--- config.mk ---
export PLATFORM = sky130hd
export DESIGN_NAME = branch_resolve_ctrl
export DESIGN_NICKNAME = d
export VERILOG_FILES = /design/src/rtl/cpu_pkg.sv /design/src/rtl/cond_eval.sv /design/src/rtl/branch_resolve_ctrl.sv
export SDC_FILE = /design/constraint.sdc
export NUM_CORES = 1
export LEC_CHECK = 0
export CAP_MARGIN = 20
export CORE_ASPECT_RATIO = 0.6
export CORE_MARGIN = 1
export CORE_UTILIZATION = 40
export CTS_CLUSTER_SIZE = 25
export DETAILED_ROUTE_END_ITERATION = 12
export HOLD_SLACK_MARGIN = 0.05
export PLACE_DENSITY = 0.92
export SYNTH_ARGS = -nofsm -noshare
export SYNTH_HDL_FRONTEND = slang
export SYNTH_HIERARCHICAL = 1
export SYNTH_SLANG_ARGS = --single-unit
--- constraint.sdc ---
create_clock -name clk -period 7.3 [get_ports clk]
set_input_delay 1.46 -clock clk [delete_from_list [all_inputs] [get_ports clk]]
set_output_delay 1.46 -clock clk [all_outputs]
set_load 0.1 [all_outputs]
--- src/rtl/cpu_pkg.sv ---
// Shared CPU definitions: branch types, ARM condition codes, branch-resolve
// FSM states and NZCV bit positions.
package cpu_pkg;

   typedef enum logic [2:0] {
      BR_NONE  = 3'd0,
      BR_B     = 3'd1,
      BR_CBZ   = 3'd2,
      BR_CBNZ  = 3'd3,
      BR_BCOND = 3'd4
   } br_type_e;

   typedef enum logic [3:0] {
      EQ, NE, CS, CC, MI, PL, VS, VC,
      HI, LS, GE, LT, GT, LE, AL, NV
   } cond_e;

   typedef enum logic [1:0] {
      IDLE,
      WAIT,
      FLUSH
   } brc_state_e;

   localparam int FLAG_N = 3;
   localparam int FLAG_Z = 2;
   localparam int FLAG_C = 1;
   localparam int FLAG_V = 0;

endpackage

--- src/rtl/cond_eval.sv ---
// ARM condition-code evaluator: decides whether a B.cond passes for a given
// NZCV value. Purely combinational.
module cond_eval
   import cpu_pkg::*;
(
   input  logic [3:0] cond_i,
   input  logic [3:0] nzcv_i,
   output logic       pass_o
);

   logic n, z, c, v;

   assign n = nzcv_i[FLAG_N];
   assign z = nzcv_i[FLAG_Z];
   assign c = nzcv_i[FLAG_C];
   assign v = nzcv_i[FLAG_V];

   always_comb begin
      pass_o = 1'b0;
      case (cond_e'(cond_i))
         EQ: pass_o = z;
         NE: pass_o = ~z;
         CS: pass_o = c;
         CC: pass_o = ~c;
         MI: pass_o = n;
         PL: pass_o = ~n;
         VS: pass_o = v;
         VC: pass_o = ~v;
         HI: pass_o = c & ~z;
         LS: pass_o = ~c | z;
         GE: pass_o = (n == v);
         LT: pass_o = (n != v);
         GT: pass_o = ~z & (n == v);
         LE: pass_o = z | (n != v);
         AL: pass_o = 1'b1;
         NV: pass_o = 1'b1;
      endcase
   end

endmodule

--- src/rtl/branch_resolve_ctrl.sv ---
// ID-stage branch resolution: owns NZCV, forwards flags from EX, stalls on
// pending multi-cycle flag producers, flushes on taken branches, counts branches.
module branch_resolve_ctrl
   import cpu_pkg::*;
#(
   parameter int WIDTH = 64,
   parameter int CNT_W = 32
) (
   input  logic             clk,
   input  logic             rst_n,
   input  logic             ex_valid,
   input  logic             ex_set_flags,
   input  logic             ex_flags_rdy,
   input  logic [WIDTH-1:0] ex_result,
   input  logic             ex_carry,
   input  logic             ex_overflow,
   input  logic             id_valid,
   input  logic [2:0]       id_br_type,
   input  logic [3:0]       id_cond,
   input  logic [WIDTH-1:0] id_cbz_val,
   output logic             stall_id,
   output logic             br_taken,
   output logic             flush_if,
   output logic             id_kill,
   output logic [3:0]       flags_q,
   output logic [CNT_W-1:0] br_count,
   output logic [CNT_W-1:0] taken_count
);

   brc_state_e       state_q, state_d;
   logic [CNT_W-1:0] brCnt_q, takenCnt_q;
   logic [3:0]       exFlags, effFlags;
   logic             flagWrite, flagsPending, isBranch, isBcond;
   logic             condPass, takenSel, resolve, stallId, brTaken, idKill;

   assign exFlags      = {ex_result[WIDTH-1], ~|ex_result, ex_carry, ex_overflow};
   assign flagWrite    = ex_valid & ex_set_flags & ex_flags_rdy;
   assign flagsPending = ex_valid & ex_set_flags & ~ex_flags_rdy;
   assign effFlags     = flagWrite ? exFlags : flags_q;
   assign isBranch     = id_valid && (id_br_type != BR_NONE) && (id_br_type <= BR_BCOND);
   assign isBcond      = (id_br_type == BR_BCOND);

   cond_eval uCondEval (
      .cond_i (id_cond),
      .nzcv_i (effFlags),
      .pass_o (condPass)
   );

   always_comb begin
      takenSel = 1'b0;
      case (br_type_e'(id_br_type))
         BR_B:     takenSel = 1'b1;
         BR_CBZ:   takenSel = (id_cbz_val == '0);
         BR_CBNZ:  takenSel = (id_cbz_val != '0);
         BR_BCOND: takenSel = condPass;
         default:  takenSel = 1'b0;
      endcase
   end

   // WAIT resolves as soon as nothing is pending, which also covers EX dropping
   // its instruction: effFlags then falls back to flags_q.
   always_comb begin
      state_d = state_q;
      stallId = 1'b0;
      idKill  = 1'b0;
      resolve = 1'b0;
      brTaken = 1'b0;
      case (state_q)
         IDLE: begin
            if (isBranch) begin
               if (isBcond && flagsPending) begin
                  stallId = 1'b1;
                  state_d = WAIT;
               end else begin
                  resolve = 1'b1;
               end
            end
         end
         WAIT: begin
            if (flagsPending) begin
               stallId = 1'b1;
            end else if (isBranch) begin
               resolve = 1'b1;
            end else begin
               state_d = IDLE;
            end
         end
         FLUSH: begin
            idKill  = 1'b1;
            state_d = IDLE;
         end
         default: state_d = IDLE;
      endcase
      if (resolve) begin
         brTaken = takenSel;
         state_d = takenSel ? FLUSH : IDLE;
      end
   end

   // Gated by rst_n so that asserting reset clears the outputs at once, even
   // while ID still presents a branch.
   assign stall_id    = rst_n & stallId;
   assign br_taken    = rst_n & brTaken;
   assign flush_if    = rst_n & brTaken;
   assign id_kill     = rst_n & idKill;
   assign br_count    = brCnt_q;
   assign taken_count = takenCnt_q;

   always_ff @(posedge clk or negedge rst_n) begin
      if (!rst_n) begin
         state_q    <= IDLE;
         flags_q    <= 4'b0000;
         brCnt_q    <= '0;
         takenCnt_q <= '0;
      end else begin
         state_q <= state_d;
         if (flagWrite) begin
            flags_q <= exFlags;
         end
         if (resolve && (brCnt_q != '1)) begin
            brCnt_q <= brCnt_q + CNT_W'(1);
         end
         if (resolve && takenSel && (takenCnt_q != '1)) begin
            takenCnt_q <= takenCnt_q + CNT_W'(1);
         end
      end
   end

endmodule

Word level (Yosys, flattened, before mapping)
Cells that the tools add are included.
- word-level logic and storage cells: 87
- register bits: 70
- input port bits: 143
- output and inout bits: 72
- equality and inequality tests: 29
- magnitude comparators: 1
- reduce and logical (&&, ||, !) cells: 15
- add/sub/neg operators: 2
- multiplexer cells: 21
- bitwise logic cells: 15
- operator list (cell ; number):
    adder 32 x 1 -> 32 bit (second input constant) ; 2
    zero test 64 bit ; 1
    != test 32 bit (second input constant) ; 2
    nonzero test 64 bit ; 1
    OR reduction 64 bit ; 1
    == test 4 bit (second input constant) ; 8
    == test 4 x 3 -> 1 bit (second input constant) ; 4
    case mux 1 bit (15 select lines) ; 1
    two-way mux 2 bit ; 6
    != test 3 bit (second input constant) ; 4
    two-way mux 1 bit ; 9
    bitwise AND 1 bit ; 8
    == test 4 x 2 -> 1 bit (second input constant) ; 2
    == test 3 x 2 -> 1 bit (second input constant) ; 2
    logical AND 1 bit ; 6
    NOT 1 bit ; 5
    == test 4 x 1 -> 1 bit (second input constant) ; 1
    zero test 4 bit ; 1
    two-way mux 4 bit ; 1
    case mux 1 bit (2 select lines) ; 2
    case mux 1 bit (4 select lines) ; 1
    case mux 2 bit (2 select lines) ; 1
    AND reduction 4 bit ; 1
    == test 3 x 1 -> 1 bit (second input constant) ; 1
    11 further kinds ; 12

Longest topological paths before layout
Gate-level depths: netlist of the first run.
- word-level depth: 9
- mapped depth: 16
- mapped depth without buffers: 15

Hierarchy
Netlist of the first run, hierarchy kept.
- modules (own cells, without submodules) (module ; area an instance (µm²) ; cells an instance ; times used ; seq. area each (µm²)):
    branch_resolve_ctrl ; 3778.6 ; 355 ; 1 ; 1751.7
    cond_eval ; 201.4 ; 29 ; 1 ; 0.0

Worst setup path before layout of the first run
No wires, ideal clock.
- kind: in2out
- start point: input ex_result[0]
- end point: output flush_if
- cell stages on the path: 16
- path slack: 584 ps
- path buffers: 2
- data required time: 5840 ps
- arrival time: 5256 ps
- path through: nor4_1 > nand4_1 > or4_1 > o21ai_0 > and3b_1 > a22oi_2 > xnor2_1 > a22oi_1 > o21ai_1 > and3b_1 > o31ai_1 > nor3_1 > mux2_2 > buf_2 > and2_1 > buf_4
- cells in the longest elaborated chain, start to end: 9
- elaborated cells on any way between the ends: 12
- classes of those cells: mux (4); bitwise (6); reduce/logical (2)
- ends and longest elaborated chain (what ; line ; text):
    from (decl) ; branch_resolve_ctrl.sv:14 ; input logic [WIDTH-1:0] ex_result,
    OR reduction 64 bit * ; branch_resolve_ctrl.sv:36 ; assign exFlags = {ex_result[WIDTH-1], ~|ex_result, ex_carry, ex_overflow};
    zero test 1 bit * ; branch_resolve_ctrl.sv:36 ;
    two-way mux 4 bit * ; - ;
    named net effFlags[2] ; branch_resolve_ctrl.sv:32 ; logic [3:0] exFlags, effFlags;
    NOT 1 bit ; cond_eval.sv:22, cond_eval.sv:29, cond_eval.sv:33 ;
    bitwise AND 1 bit (on tied branches) ; cond_eval.sv:33, cond_eval.sv:29 ;
    case mux 1 bit (15 select lines) * ; cond_eval.sv:20 ; case (cond_e'(cond_i))
    named net condPass ; branch_resolve_ctrl.sv:34 ; logic condPass, takenSel, resolve, stallId, brTaken, idKill;
    case mux 1 bit (4 select lines) * ; branch_resolve_ctrl.sv:51 ; case (br_type_e'(id_br_type))
    two-way mux 1 bit * ; branch_resolve_ctrl.sv:94 ; if (resolve) begin
    bitwise AND 1 bit * ; - ;
    to (decl) ; branch_resolve_ctrl.sv:23 ; output logic flush_if,
The timed path passes the listed nets; every way through them passes the cells marked *.

Final worst setup path of the first run
- start point: input ex_result[12]
- end point: output flush_if
- cells in the longest elaborated chain, start to end: 9
- elaborated cells on any way between the ends: 12
- classes of those cells: mux (4); bitwise (6); reduce/logical (2)
- ends and longest elaborated chain (what ; line ; text):
    OR reduction 64 bit * ; branch_resolve_ctrl.sv:36 ;
    zero test 1 bit * ; branch_resolve_ctrl.sv:36 ;
    two-way mux 4 bit * ; - ;
    named net effFlags[2] ; branch_resolve_ctrl.sv:32 ;
    NOT 1 bit ; cond_eval.sv:22, cond_eval.sv:29, cond_eval.sv:33 ;
    bitwise AND 1 bit (on tied branches) ; cond_eval.sv:33, cond_eval.sv:29 ;
    case mux 1 bit (15 select lines) * ; cond_eval.sv:20 ;
    named net condPass ; branch_resolve_ctrl.sv:34 ;
    case mux 1 bit (4 select lines) * ; branch_resolve_ctrl.sv:51 ;
    two-way mux 1 bit * ; branch_resolve_ctrl.sv:94 ;
    bitwise AND 1 bit * ; branch_resolve_ctrl.sv:104 ; assign flush_if = rst_n & brTaken;
Marked as above.

==> summary.md, run 1 <==
| Metric | Value |
|---|---|
| Clk sink count | `70` |
| Count leader, synth | `dfrtp_1` |
| Worst setup slack after layout | `0.455 ns` |
| Synth top area share | `44.0%` |
| Nets@finish | `742` |
| CP Launch Type | `input pin` |
| Final instance area | `0.00657 mm^2` |
| Global-route wire length before repair | `20,500 um` |
| TritonCTS buffer count | `9` |
| Core area | `0.00943 mm^2` |
| Fin cells | `732` |
| Total routed wirelength | `12,800 um` |
| Die H | `79.3 um` |
| Clock latency on the worst-skew pair | `0.33 ns` |
| Power Total | `1.45 mW` |
| Hold_buf cts | `0` |
| WL per Instance | `17.5 um` |
| Worst hold slack | `0.486 ns` |
| Synthesis-to-layout area growth | `65.2%` |
| Synth area leaders | `dfrtp_1, xnor2_1, nand4_1` |
| Post-Place Setup Slack | `0.484 ns` |
| Placed insts | `716` |
| Die width | `131 um` |
| Setup Skew | `0.00783 ns` |
| IO Pins | `215` |
| Total GRT Usage | `26.4%` |
| Worst vdd rail ir drop | `0.000190 V` |
| Die outline area | `0.0104 mm^2` |
| Sequential area share after synthesis | `44.0%` |
| Clk slew on worst S/H paths | `0.05 ns` |
| Pwr dens | `220 mW/mm^2` |
| Initial antenna violation count | `0` |
| PortBufs | `214` |
| Syn nets | `529` |
| Max_slew headroom | `32.0%` |
| RSZ-0062 raised after global routing | `no` |
| Most used routing layer in global routing | `met2` |
| Synth warnings | `6` |
| DR vias/cell | `5.39` |
| Primary FF master, synth | `dfrtp_1` |
| Number of synthesized flops with an enable pin | `0` |
| Starting DRT DRC Count | `168` |
| Synth async-reset ratio | `100%` |
| #FFs+latches synth | `70` |
| Final worst-path cycle share | `93.8%` |
| GR Layer Usage met2 | `44.8%` |
| Final setup violation count | `0` |
| Worst min path class | `reg -> reg` |
| Vias in the first global route | `4,009` |
| Slowest stage cell, crit path | `or4_1` |
| Ant diodes | `0` |
| Top cells by count, synth | `dfrtp_1, xnor2_1, nand4_1` |
| R2R setup slack | `4.21 ns` |
| Final Util | `69.7%` |
| Fmax | `146 MHz` |
| Worst Path Max Fanout | `5` |
| Initial Utilization | `42.2%` |
| Layout cells sized above 1 | `7.81%` |
| Max Root-Sink Buffers | `2` |
| Final setup TNS | `0 ns` |
| Crit path DAT | `5.38 ns` |
| Cell mode on critical path | `and3b_1` |
| Setup Fix Bufs, Post-CTS | `0` |
| Synthesized area per cell | `10.4 um^2` |
| Critical Path End Type | `primary output` |
| Root Driver | `clkbuf_16` |
| Lkg Pwr | `2.62 nW` |
| Fin. Hold Viols | `0` |
| CP Cell Sequence | `clkdlybuf4s50_1 > nor4_1 > nand4_1 > or4_1 > o21ai_0 > and3b_1 > a22oi_2 > xnor2_1 > a22oi_1 > o21ai_1 > and3b_1 > o31ai_1 > nor3_1 > mux2_2 > and2_1 > buf_12` |
| Max-cap violations | `0` |
| Status | `complete, no violations` |
| DRT Pass-1 Iters | `5` |
| Synth cell types | `54` |
| Rows | `27` |
| Dpl cell area | `0.00623 mm^2` |
| Post-DRT Antenna Nets | `0` |
| Met3 usage | `7.28%` |
| Met1 GRT Util | `31.6%` |
| CP max stage delay | `0.53 ns` |
| # H-tree levels | `3` |
| DP HPWL | `10,100 um` |
| Syn Std Cell Area | `0.00398 mm^2` |
| Synth Instances | `384` |
| Grt total ovfl | `0` |
| Final Max Tran Viols | `0` |
| Pin count of the biggest net entering global routing | `60` |
| Final min period | `6.84 ns` |
| Post-cts resize count | `0` |
| Worst-margin pin slew | `1.02 ns` |
| Final GP Congestion | `0.904` |
| Crit path required time | `5.84 ns` |
| CTS tree | `done` |
| CP Class | `in -> out` |
| Largest area contributor in the netlist | `dfrtp_1` |
| Vias | `3,943` |
| DR DRC count | `0` |
[path summary, 6_finish.rpt]
kind                                          endpoint                        start  cells past startpoint
max                                           flush_if                ex_result[12]                     16
min                        taken_count[23]$_DFFE_PN0P_  taken_count[23]$_DFFE_PN0P_                      1
max reg2reg                 taken_count[1]$_DFFE_PN0P_         flags_q[3]$_DFF_PN0_                     13
min reg2reg                taken_count[23]$_DFFE_PN0P_  taken_count[23]$_DFFE_PN0P_                      1
max in group asynchronous         flags_q[3]$_DFF_PN0_                        rst_n                      2
min in group asynchronous  taken_count[29]$_DFFE_PN0P_                        rst_n                      1
[cell type report]
class                   instances  area, um^2
fillers                       671        2850
repair buffers                216        2170
multi-input cells             295        2120
flip-flops and latches         70        1750
clock buffers                  10         239
well taps                     130         163
clock inverters                 6         109
inverters                       5        18.8
[cells in the final DEF (no fill, tap or decap), drive strengths merged, types with 2 or more instances in the layout]
cell type      count
nor3              13
nor2               9
a21oi              3
a22oi              2
inv                5
mux2               8
clkbuf            10
nor2b              3
nand4b             2
xor2              11
nor4b              2
nand2             20
and3              22
or4                2
clkinv             3
clkdlybuf4s50    211
xnor2             54
or3                2
nand4             33
nor3b              2
nor4              34
o21ai              5
buf                5
bufinv             3
and4               6
and2               7
or2                2
nand3             33
and3b              4
ha                 2
nand2b             2
dfrtp             70
[critical path, delay by kind of cell]
family / cells / cell delay [ns]
AOI/OAI and AO/OA: 5 / 1.18
xor gates and xnor gates: 1 / 0.08
buffers and inverters: 2 / 0.59
muxes: 1 / 0.28
and+or+nand+nor: 7 / 1.80
[cells by family after synthesis]
kind of cell | after synthesis | synth area share (%)
and+or+nand+nor | 202 | 32.6
DFF | 70 | 44.0
xor gates and xnor gates | 65 | 14.3
buffers and inverters | 19 | 2.70
AOI/OAI and AO/OA | 17 | 3.24
muxes | 9 | 2.51
adders and majority gates | 2 | 0.629
[per-layer routing]
metal  routed length [um]  vias to the layer above
met5                    0                        -
met4                  393                        0
met3                  684                       27
met2                 6210                      159
met1                 5490                     1903
li1                     -                     1854
[report_power, final]
part | total (mW) | internal [mW] | switching (mW)
clock network | 0.501 | 0.342 | 0.159
registers | 0.461 | 0.420 | 0.0414
logic | 0.483 | 0.163 | 0.320
total | 1.45 | 0.925 | 0.521
[flip-flops by register name (all words and copies together) (netlist names)]
name / count
state_q: 2
taken_count: 32
flags_q: 4
br_count: 32
No activity file was read; power rests on OpenSTA's default activity.
==> inputs of run 2 (changes only) <==
SLEW_MARGIN = 20   (was not set)
==> results of run 2 <==
No change in the layout: final DEF, timing and power equal those of run 1.
==> inputs of run 3 (changes only) <==
CORE_UTILIZATION = 64   (was 40)
DONT_BUFFER_PORTS = 1   (was not set)
PLACE_DENSITY = 0.9   (was 0.92)
==> summary.md, run 3 (synthesized netlist as in run 1, its figures left out) <==
| Metric | Value |
|---|---|
| Fin. Hold Viols | `0 (unchanged)` |
| Crit path DAT | `5.40 ns (+0.02 ns)` |
| Final instance area | `0.00424 mm^2 (-36%)` |
| Final setup violation count | `0 (unchanged)` |
| Max_slew headroom | `26.7% (-5.3 points)` |
| Critical Path End Type | `primary output` |
| Core area | `0.00578 mm^2 (-39%)` |
| Post-DRT Antenna Nets | `0 (unchanged)` |
| Initial antenna violation count | `1 (+1)` |
| Seq pwr share | `60.7% (+29 points)` |
| Fillers | `397 (-41%)` |
| Worst Path Max Fanout | `26 (+21)` |
| Setup Skew | `0.0105 ns (+0.00272 ns)` |
| Synthesis-to-layout area growth | `6.51%` |
| # H-tree levels | `3 (unchanged)` |
| RSZ-0062 raised after global routing | `no` |
| TritonCTS buffer count | `9 (unchanged)` |
| Leading cell type in the layout, fill and taps excluded | `dfrtp_1` |
| WP depth | `15 (-1)` |
| Post-cts resize count | `0 (unchanged)` |
| Final worst-path cycle share | `93.9% (+0.15 points)` |
| Status | `complete, no violations` |
| Slowest stage cell, crit path | `or4_1` |
| CP Launch Type | `input pin` |
| CTS tree | `done` |
| Worst-margin pin slew | `1.10 ns (+0.0820 ns)` |
| Register area | `0.00175 mm^2 (unchanged)` |
| Final Max Tran Viols | `0 (unchanged)` |
| Pin count of the biggest net entering global routing | `74 (+23%)` |
| Most frequent cells in the layout | `dfrtp_1, xnor2_1, nand4_1` |
| Dpl cell area | `0.00401 mm^2 (-36%)` |
| Vias in the first global route | `3,013 (-25%)` |
| Switching share of power | `42.2% (+6.2 points)` |
| Lkg Pwr | `1.74 nW (-33%)` |
| Comb power frac | `8.4% (-25 points)` |
| DP HPWL | `8170 um (-20%)` |
| Clk sink count | `70 (unchanged)` |
| CP max stage delay | `0.52 ns (about the same)` |
| IO Pins | `215 (unchanged)` |
| Top cell family by delay on the critical path | `simple AND/OR/NAND/NOR gates` |
| Setup Fix Bufs, Post-CTS | `0 (unchanged)` |
| CP Class | `in -> out` |
| Vias | `3,229 (-18%)` |
| Die width | `104 um (-21%)` |
| PortBufs | `0 (-100%)` |
| Grt total ovfl | `0 (unchanged)` |
| Die outline area | `0.00655 mm^2 (-37%)` |
| Total GRT Usage | `33.3% (+7.0 points)` |
| P_int | `0.663 mW (-28%)` |
| Final min period | `6.86 ns (+0.0113 ns)` |
| Clock Power Share | `30.9% (-3.8 points)` |
| Total routed wirelength | `10,600 um (-17%)` |
| Cell mode on critical path | `and3b_1` |
| Layout cells sized above 1 | `11.1% (+3.3 points)` |
| Die H | `63.1 um (-20%)` |
| Fmax | `146 MHz (-0.16%)` |
| DRT Pass-1 Iters | `4 (-1)` |
| Reg2reg path depth | `13 (unchanged)` |
| Rows | `21 (-22%)` |
| WL per Instance | `22.6 um (+30%)` |
| Pwr dens | `270 mW/mm^2 (+23%)` |
| Root Driver | `clkbuf_8` |
| Multi-input gate area | `0.00212 mm^2 (about the same)` |
| Crit path required time | `5.84 ns (about the same)` |
| DR vias/cell | `6.90 (+28%)` |
| Starting DRT DRC Count | `306 (+82%)` |
| Clock latency on the worst-skew pair | `0.35 ns (+0.02 ns)` |
| Final Util | `73.3% (+3.6 points)` |
| Hold_buf cts | `0 (unchanged)` |
| Clk slew on worst S/H paths | `0.07 ns (+0.02 ns)` |
| Max-cap violations | `0 (unchanged)` |
| Hold path cells | `1 (unchanged)` |
| Initial Utilization | `68.9% (+27 points)` |
| CP Cell Sequence | `nor4_1 > nand4_1 > or4_1 > o21ai_0 > and3b_1 > a22oi_2 > xnor2_1 > a22oi_1 > o21ai_1 > and3b_1 > o31ai_1 > nor3_1 > mux2_2 > and2_2 > buf_12` |
| Max Root-Sink Buffers | `2 (unchanged)` |
| Bufs and invs on worst path | `1 (-1)` |
| Global-route wire length before repair | `16,400 um (-20%)` |
| DR DRC count | `0 (unchanged)` |
| Final GP Congestion | `1.14 (+26%)` |
| Worst min path class | `reg -> reg` |
| Worst vdd rail ir drop | `0.000128 V (-32%)` |
| Final setup TNS | `0 ns (unchanged)` |
| Nets@finish | `527 (-29%)` |
| NetSw | `0.483 mW (-7.1%)` |
run 3: cell types whose count changed in the layout (fill, tap and decap cells not counted), moves of 2 or more:
cell / before / now
buf_4: 2 / 0
clkbuf_8: 1 / 10
clkdlybuf4s50_1: 211 / 0
clkbuf_16: 9 / 0
run 3: final timing paths:
path / startpoint / to / slack (ns)
hold reg to reg: state_q[1]$_DFFE_PN0P_ / state_q[0]$_DFFE_PN0P_ / 0.48
max in group asynchronous: rst_n / state_q[0]$_DFFE_PN0P_ / 6.38
setup / recovery: ex_result[15] / flush_if / 0.44
hold / removal: state_q[1]$_DFFE_PN0P_ / state_q[0]$_DFFE_PN0P_ / 0.48
min in group asynchronous: rst_n / br_count[13]$_DFFE_PN0P_ / 0.79
setup reg to reg: flags_q[2]$_DFF_PN0_ / taken_count[1]$_DFFE_PN0P_ / 3.54
run 3: cell type report:
cell class / instances / area share, %
clock inverters: 5 / 1.95
repair buffers: 1 / 0.472
flip-flops and latches: 70 / 41.3
inverters: 5 / 0.443
diodes: 1 / 0.0590
multi-input cells: 295 / 50.1
clock buffers: 11 / 3.34
well taps: 80 / 2.36
run 3: per-layer routing:
layer	up-vias	wire, um	global-route usage, %
li1	1425	-	-
met1	1594	4480	44.0
met2	185	4750	49.0
met3	23	1100	15.9
met4	2	202	8.21
met5	-	45	5.56
run 3: power groups by stage:
stage	Clock, mW	Combinational, mW	Sequential [mW]
after global placement	0	0.0907	0.700
after floorplan	0	0.0841	0.684
after CTS	0.359	0.0962	0.695
after global routing	0.376	0.108	0.699
final	0.355	0.0963	0.695
after detailed placement	0	0.0956	0.703
run 3: through the flow:
stage          setup WS, ns  hold WS (ns)  instances  power, mW
6_report              0.444         0.477        468       1.15
5_1_grt               0.190         0.500        468       1.18
4_1_cts               0.546         0.472        467       1.15
3_5_place_dp          0.575         0.458        451      0.799
3_3_place_gp          0.731         0.450        451      0.791
2_1_floorplan         0.584         0.424        384      0.768
